===== config.mk =====
export PLATFORM = sky130hd
export DESIGN_NAME = clock_display_driver
export DESIGN_NICKNAME = d
export VERILOG_FILES = /design/src/rtl/clock_display_driver.sv
export SDC_FILE = /design/constraint.sdc
export NUM_CORES = 1
export LEC_CHECK = 0
export ABC_AREA = 1
export CELL_PAD_IN_SITES_DETAIL_PLACEMENT = 1
export CELL_PAD_IN_SITES_GLOBAL_PLACEMENT = 1
export CORE_ASPECT_RATIO = 0.6
export CORE_MARGIN = 10
export CORE_UTILIZATION = 40
export DETAILED_ROUTE_END_ITERATION = 12
export PLACE_DENSITY_LB_ADDON = 0.15
export SLEW_MARGIN = 20
export SYNTH_ARGS = -nofsm -noshare
export SYNTH_HDL_FRONTEND = slang
export SYNTH_SLANG_ARGS = --single-unit

===== constraint.sdc =====
create_clock -name clk_in -period 5.09 [get_ports clk_in]
set_input_delay 0.509 -clock clk_in [delete_from_list [all_inputs] [get_ports clk_in]]
set_output_delay 0.509 -clock clk_in [all_outputs]
set_load 0.1 [all_outputs]

===== src/rtl/clock_display_driver.sv =====
`default_nettype none
// ============================================================================
// Module      : clock_display_driver
// Description : Binary minute/hour to BCD (sequential double-dabble), shown as
//               HH.MM on a 4-digit multiplexed common-anode 7-segment display.
// Revision    : 1.0 - initial release
// ============================================================================
module clock_display_driver #(
    parameter int CLK_HZ             = 100_000_000,
    parameter int SCAN_HZ            = 1000,
    parameter bit LEADING_ZERO_BLANK = 1'b1
) (
    input  logic       clk_in,
    input  logic       reset_in,
    input  logic [7:0] min_in,
    input  logic [7:0] hour_in,
    input  logic       sec_tick_in,
    output logic [3:0] an_out,
    output logic [6:0] seg_out,
    output logic       dp_out
);

    localparam int                 c_DIV       = CLK_HZ / SCAN_HZ;
    localparam int                 c_CNT_W     = (c_DIV > 1) ? $clog2(c_DIV) : 1;
    localparam logic [c_CNT_W-1:0] c_SCAN_LAST = c_CNT_W'(c_DIV - 1);
    localparam logic [6:0]         c_SEG_DASH  = 7'b0111111;
    localparam logic [6:0]         c_SEG_OFF   = 7'b1111111;

    typedef enum logic [1:0] {
        ST_IDLE    = 2'd0,
        ST_CONVERT = 2'd1,
        ST_LOAD    = 2'd2
    } state_t;

    logic [c_CNT_W-1:0] r_scan_cnt;
    logic [1:0]         r_digit_idx;
    logic               r_post_reset;
    logic               r_colon;
    state_t             r_state;
    state_t             w_state_nxt;
    logic [2:0]         r_step;
    logic [19:0]        r_min_sr;
    logic [19:0]        r_hour_sr;
    logic [3:0]         r_min_ones, r_min_tens, r_hour_ones, r_hour_tens;
    logic               r_min_oor, r_hour_oor;
    logic               w_scan_wrap;
    logic               w_frame_start;
    logic [3:0]         w_nibble;
    logic               w_dash;
    logic [3:0]         w_an;
    logic [6:0]         w_seg;
    logic               w_dp;

    // Shift register layout: {hundreds, tens, ones, binary}
    function automatic logic [19:0] dd_step(input logic [19:0] v);
        logic [19:0] a;
        a = v;
        for (int i = 0; i < 3; i++) begin
            if (a[8+4*i +: 4] >= 4'd5)
                a[8+4*i +: 4] = a[8+4*i +: 4] + 4'd3;
        end
        return {a[18:0], 1'b0};
    endfunction

    function automatic logic [6:0] seg_lut(input logic [3:0] n);
        logic [6:0] s;
        case (n)
            4'd0:    s = 7'b1000000;
            4'd1:    s = 7'b1111001;
            4'd2:    s = 7'b0100100;
            4'd3:    s = 7'b0110000;
            4'd4:    s = 7'b0011001;
            4'd5:    s = 7'b0010010;
            4'd6:    s = 7'b0000010;
            4'd7:    s = 7'b1111000;
            4'd8:    s = 7'b0000000;
            4'd9:    s = 7'b0010000;
            default: s = c_SEG_OFF;
        endcase
        return s;
    endfunction

    assign w_scan_wrap   = (r_scan_cnt == c_SCAN_LAST);
    assign w_frame_start = r_post_reset | (w_scan_wrap & (r_digit_idx == 2'd3));

    always_ff @(posedge clk_in) begin
        if (reset_in) begin
            r_scan_cnt   <= '0;
            r_digit_idx  <= 2'd0;
            r_post_reset <= 1'b1;
            r_colon      <= 1'b0;
        end else begin
            r_post_reset <= 1'b0;
            if (w_scan_wrap) begin
                r_scan_cnt  <= '0;
                r_digit_idx <= r_digit_idx + 2'd1;
            end else begin
                r_scan_cnt <= r_scan_cnt + c_CNT_W'(1);
            end
            if (sec_tick_in)
                r_colon <= ~r_colon;
        end
    end

    always_ff @(posedge clk_in) begin
        if (reset_in)
            r_state <= ST_IDLE;
        else
            r_state <= w_state_nxt;
    end

    always_comb begin
        w_state_nxt = r_state;
        case (r_state)
            ST_IDLE:    if (w_frame_start) w_state_nxt = ST_CONVERT;
            ST_CONVERT: if (r_step == 3'd7) w_state_nxt = ST_LOAD;
            ST_LOAD:    w_state_nxt = ST_IDLE;
            default:    w_state_nxt = ST_IDLE;
        endcase
    end

    always_ff @(posedge clk_in) begin
        if (reset_in) begin
            r_step      <= 3'd0;
            r_min_sr    <= 20'd0;
            r_hour_sr   <= 20'd0;
            r_min_ones  <= 4'd0;
            r_min_tens  <= 4'd0;
            r_hour_ones <= 4'd0;
            r_hour_tens <= 4'd0;
            r_min_oor   <= 1'b0;
            r_hour_oor  <= 1'b0;
        end else begin
            case (r_state)
                ST_IDLE: begin
                    if (w_frame_start) begin
                        r_min_sr  <= {12'd0, min_in};
                        r_hour_sr <= {12'd0, hour_in};
                        r_step    <= 3'd0;
                    end
                end
                ST_CONVERT: begin
                    r_min_sr  <= dd_step(r_min_sr);
                    r_hour_sr <= dd_step(r_hour_sr);
                    r_step    <= r_step + 3'd1;
                end
                ST_LOAD: begin
                    // A nonzero hundreds digit means the value cannot fit in two digits
                    r_min_ones  <= r_min_sr[11:8];
                    r_min_tens  <= r_min_sr[15:12];
                    r_min_oor   <= |r_min_sr[19:16];
                    r_hour_ones <= r_hour_sr[11:8];
                    r_hour_tens <= r_hour_sr[15:12];
                    r_hour_oor  <= |r_hour_sr[19:16];
                end
                default: ;
            endcase
        end
    end

    always_comb begin
        w_nibble = 4'd0;
        w_dash   = 1'b0;
        case (r_digit_idx)
            2'd0: begin w_nibble = r_min_ones;  w_dash = r_min_oor;  end
            2'd1: begin w_nibble = r_min_tens;  w_dash = r_min_oor;  end
            2'd2: begin w_nibble = r_hour_ones; w_dash = r_hour_oor; end
            default: begin w_nibble = r_hour_tens; w_dash = r_hour_oor; end
        endcase
        w_an  = ~(4'b0001 << r_digit_idx);
        w_seg = w_dash ? c_SEG_DASH : seg_lut(w_nibble);
        if (LEADING_ZERO_BLANK && (r_digit_idx == 2'd3) &&
            (r_hour_tens == 4'd0) && !r_hour_oor) begin
            w_an  = 4'b1111;
            w_seg = c_SEG_OFF;
        end
        w_dp = ~((r_digit_idx == 2'd2) & r_colon);
    end

    always_ff @(posedge clk_in) begin
        if (reset_in) begin
            an_out  <= 4'b1111;
            seg_out <= c_SEG_OFF;
            dp_out  <= 1'b1;
        end else begin
            an_out  <= w_an;
            seg_out <= w_seg;
            dp_out  <= w_dp;
        end
    end

endmodule
`default_nettype wire


==> flow_summary.rst <==
.. list-table::
   :header-rows: 1

   * - Metric
     - Value
   * - Post-DR vias/cell
     - 5.05
   * - Peak supply drop
     - 0.165 mV
   * - Portion of synthesized cell area occupied by the leading cell type
     - 40.5%
   * - Sinks on the clock net
     - 96
   * - Critical path required time
     - 5.31 ns
   * - Chip width
     - 161 um
   * - Via count
     - 4246
   * - Critical path startpoint category
     - input port
   * - Post-CTS Resized
     - 0
   * - Min Tclk post-route
     - 2.50 ns
   * - Largest net degree at the start of global routing
     - 80
   * - Crit Path Category
     - input port to flip-flop
   * - Worst Hold Class
     - flip-flop to flip-flop
   * - Number of antenna violations at the first check in global routing
     - 0
   * - Number of max-cap violations
     - 0
   * - Ant. Diodes
     - 0
   * - Ratio of cells with drive above 1 in the final layout
     - 7.21%
   * - Net count after synthesis
     - 700
   * - Post-route core utilization
     - 47.4%
   * - Setup Skew
     - 0.00675 ns
   * - Data arrival time of the critical path
     - 2.71 ns
   * - Top cell type by total area after synthesis
     - dfxtp_1
   * - Number of nets at the end of the flow
     - 719
   * - Summed negative setup slack over all endpoints
     - 0 ns
   * - Run status
     - finished, final reports clean
   * - Cell area after layout
     - 5420 um2
   * - Longest Clk Path Bufs
     - 2
   * - Fill count
     - 1470
   * - Crit path max fanout
     - 29
   * - Worst reg-to-reg path cell count
     - 13
   * - Initial core utilization
     - 41.5%
   * - Post-synth design cell area
     - 4750 um2
   * - Number of detailed-routing iterations run before antenna repair
     - 4
   * - DPL Wire Length
     - 8980 um
   * - EDFF count, synth
     - 0
   * - Unrepaired setup endpoints after global routing
     - no
   * - Worst Tran Pin Value
     - 0.981 ns
   * - Yosys warning count
     - 0
   * - Num CTS Buffers
     - 9
   * - Post-detailed-route wirelength per cell
     - 14.7 um
   * - Average cell area after synthesis
     - 7.24 um2
   * - Power density cells
     - 292 nW/um2
   * - Cell depth of the worst hold path
     - 1
   * - Total of endpoints with negative setup slack in the final report
     - 0
   * - Hold Buf Count CTS
     - 0
   * - Sequential fraction of the synthesis area
     - 40.5%
   * - Placer congestion estimate
     - 0.820
   * - Max Clock Freq
     - 0.400 GHz
   * - H-tree depth reported by CTS
     - 3
   * - # DRC
     - 0
   * - Clock Pin Slew Worst Setup and Hold Paths
     - 0.07 ns
   * - Number of DRC markers in iteration 0
     - 197
   * - Post-synthesis cell count
     - 656
   * - Area of the core region
     - 11400 um2
   * - Crit end category
     - flip-flop
   * - Static leakage
     - 2.23 nW
   * - # IOs
     - 31
   * - Ys async rst share
     - 0%
   * - Leading cell types by total area after synthesis
     - dfxtp_1 40%, nand2_1 9.5%, a21oi_1 7.9%
   * - Source-to-sink clock delay at the later pin of the worst-skew pair
     - 0.35 ns
   * - Number of global-route vias before repair
     - 4334
   * - Die boundary height
     - 104 um
   * - Overall Power
     - 1.59 mW
   * - Main synth FF type
     - dfxtp_1
   * - Floorplan die area
     - 16800 um2
   * - Leading cell types in the layout, fill and taps excluded
     - 120 x nand2_1, 96 x dfxtp_1, 82 x inv_1
   * - Synth-to-layout area growth
     - 14.2%
   * - Count of unique library cells instantiated by Yosys
     - 33
   * - Site Rows
     - 30
   * - First-pass GRT wire length
     - 21000 um
   * - Root Buffer
     - clkbuf_16
   * - Antenna Nets Post-Route
     - 0
   * - GRT Overall Usage
     - 14.8%
   * - Slew Limit Fails
     - 0
   * - Cell area after placement
     - 5140 um2
   * - Final cycle utilization of the critical path
     - 49.1%
   * - Total congestion overflow after global routing
     - 0
   * - Setup Fix Bufs, Post-CTS
     - 0
   * - Worst Hold Slack
     - 0.439 ns
   * - TritonCTS clock tree
     - built
   * - Relative slew margins
     - 34.4%
   * - Synth Register Bits
     - 96
   * - Total Wirelength
     - 12300 um
   * - Most common cell after layout, fill and taps aside
     - nand2_1
   * - Final hold violation count
     - 0
   * - Number of port buffers
     - 30
per-stage QoR:
step	std cells	setup slack (ns)
finish	840	2.59
global route	840	2.33
CTS	840	2.56
detailed placement	824	2.20
global placement	824	2.29
floorplan	656	3.28
synth_stat cells (2+ instances only):
cell / number
nand4_1: 7
nor3_1: 2
a21oi_1: 75
buf_2: 6
a22o_1: 2
clkbuf_1: 9
nor2_1: 56
buf_6: 3
nand3_1: 63
a31oi_1: 2
o22ai_1: 4
xor2_1: 5
inv_2: 4
ha_1: 25
buf_1: 5
o21a_1: 2
nor2_2: 7
buf_4: 3
inv_1: 82
nand3_2: 12
dfxtp_1: 96
nand2_1: 120
xnor2_1: 3
o21ai_0: 54
kinds of logic (layout without fill, tap and decap cells):
logic type	after synthesis	count (layout)	synth area share, %
adder cells (fa/ha/maj)	25	25	6.59
XOR/XNOR	8	8	1.48
buffers and inverters	113	137	9.80
AO/OA/AOI/OAI	143	143	15.8
AND/OR/NAND/NOR	271	271	25.8
flip-flops	96	96	40.5
final cells by class:
class | instances | area (um2) | area share (%)
inverters | 87 | 327 | 6.02
flip-flops and latches | 96 | 1920 | 35.4
multi-input cells | 447 | 2360 | 43.6
repair buffers | 34 | 330 | 6.09
clock inverters | 7 | 56.3 | 1.04
well taps | 160 | 200 | 3.69
clock buffers | 9 | 225 | 4.15
report_power, final:
group / internal [mW] / total [mW] / switching (mW)
Sequential: 0.772 / 0.781 / 0.00865
Combinational: 0.0519 / 0.160 / 0.108
Clock: 0.336 / 0.644 / 0.308
Total: 1.16 / 1.59 / 0.425
critical path: stages:
cell and delay, ns:
clkdlybuf4s50_1 0.46, buf_4 0.32, clkinv_1 0.69, buf_4 0.46, nand2_1 0.15, o22ai_1 0.10
path summary, 6_finish.rpt:
| path | start | endpoint | slack [ns] |
|---|---|---|---|
| max | reset_in | r_min_sr[8] | 2.59 |
| min | r_colon | dp_out | 0.44 |
| max reg2reg | r_digit_idx[0] | seg_out[6] | 2.86 |
| min reg2reg | r_colon | dp_out | 0.44 |
state kept, by name, summed over array words and instances, names as in the netlist:
register / cells
an_out: 4
dp_out: 1
r_colon: 1
r_digit_idx: 2
r_hour_ones: 4
r_hour_oor: 1
r_hour_sr: 20
r_hour_tens: 4
r_min_ones: 4
r_min_oor: 1
r_min_sr: 20
r_min_tens: 4
r_post_reset: 1
r_scan_cnt: 17
r_state: 2
r_step: 3
seg_out: 7
per-layer routing:
metal	track usage (%)	vias up	part of all wire [%]	wire length, um
met4	3.26	0	0.69	85
met5	0	-	0	0
met3	4.19	9	4.5	556
li1	-	2171	-	-
met1	20.3	2010	52	6440
met2	22.5	56	43	5250
(Power assumes the default switching activity.)
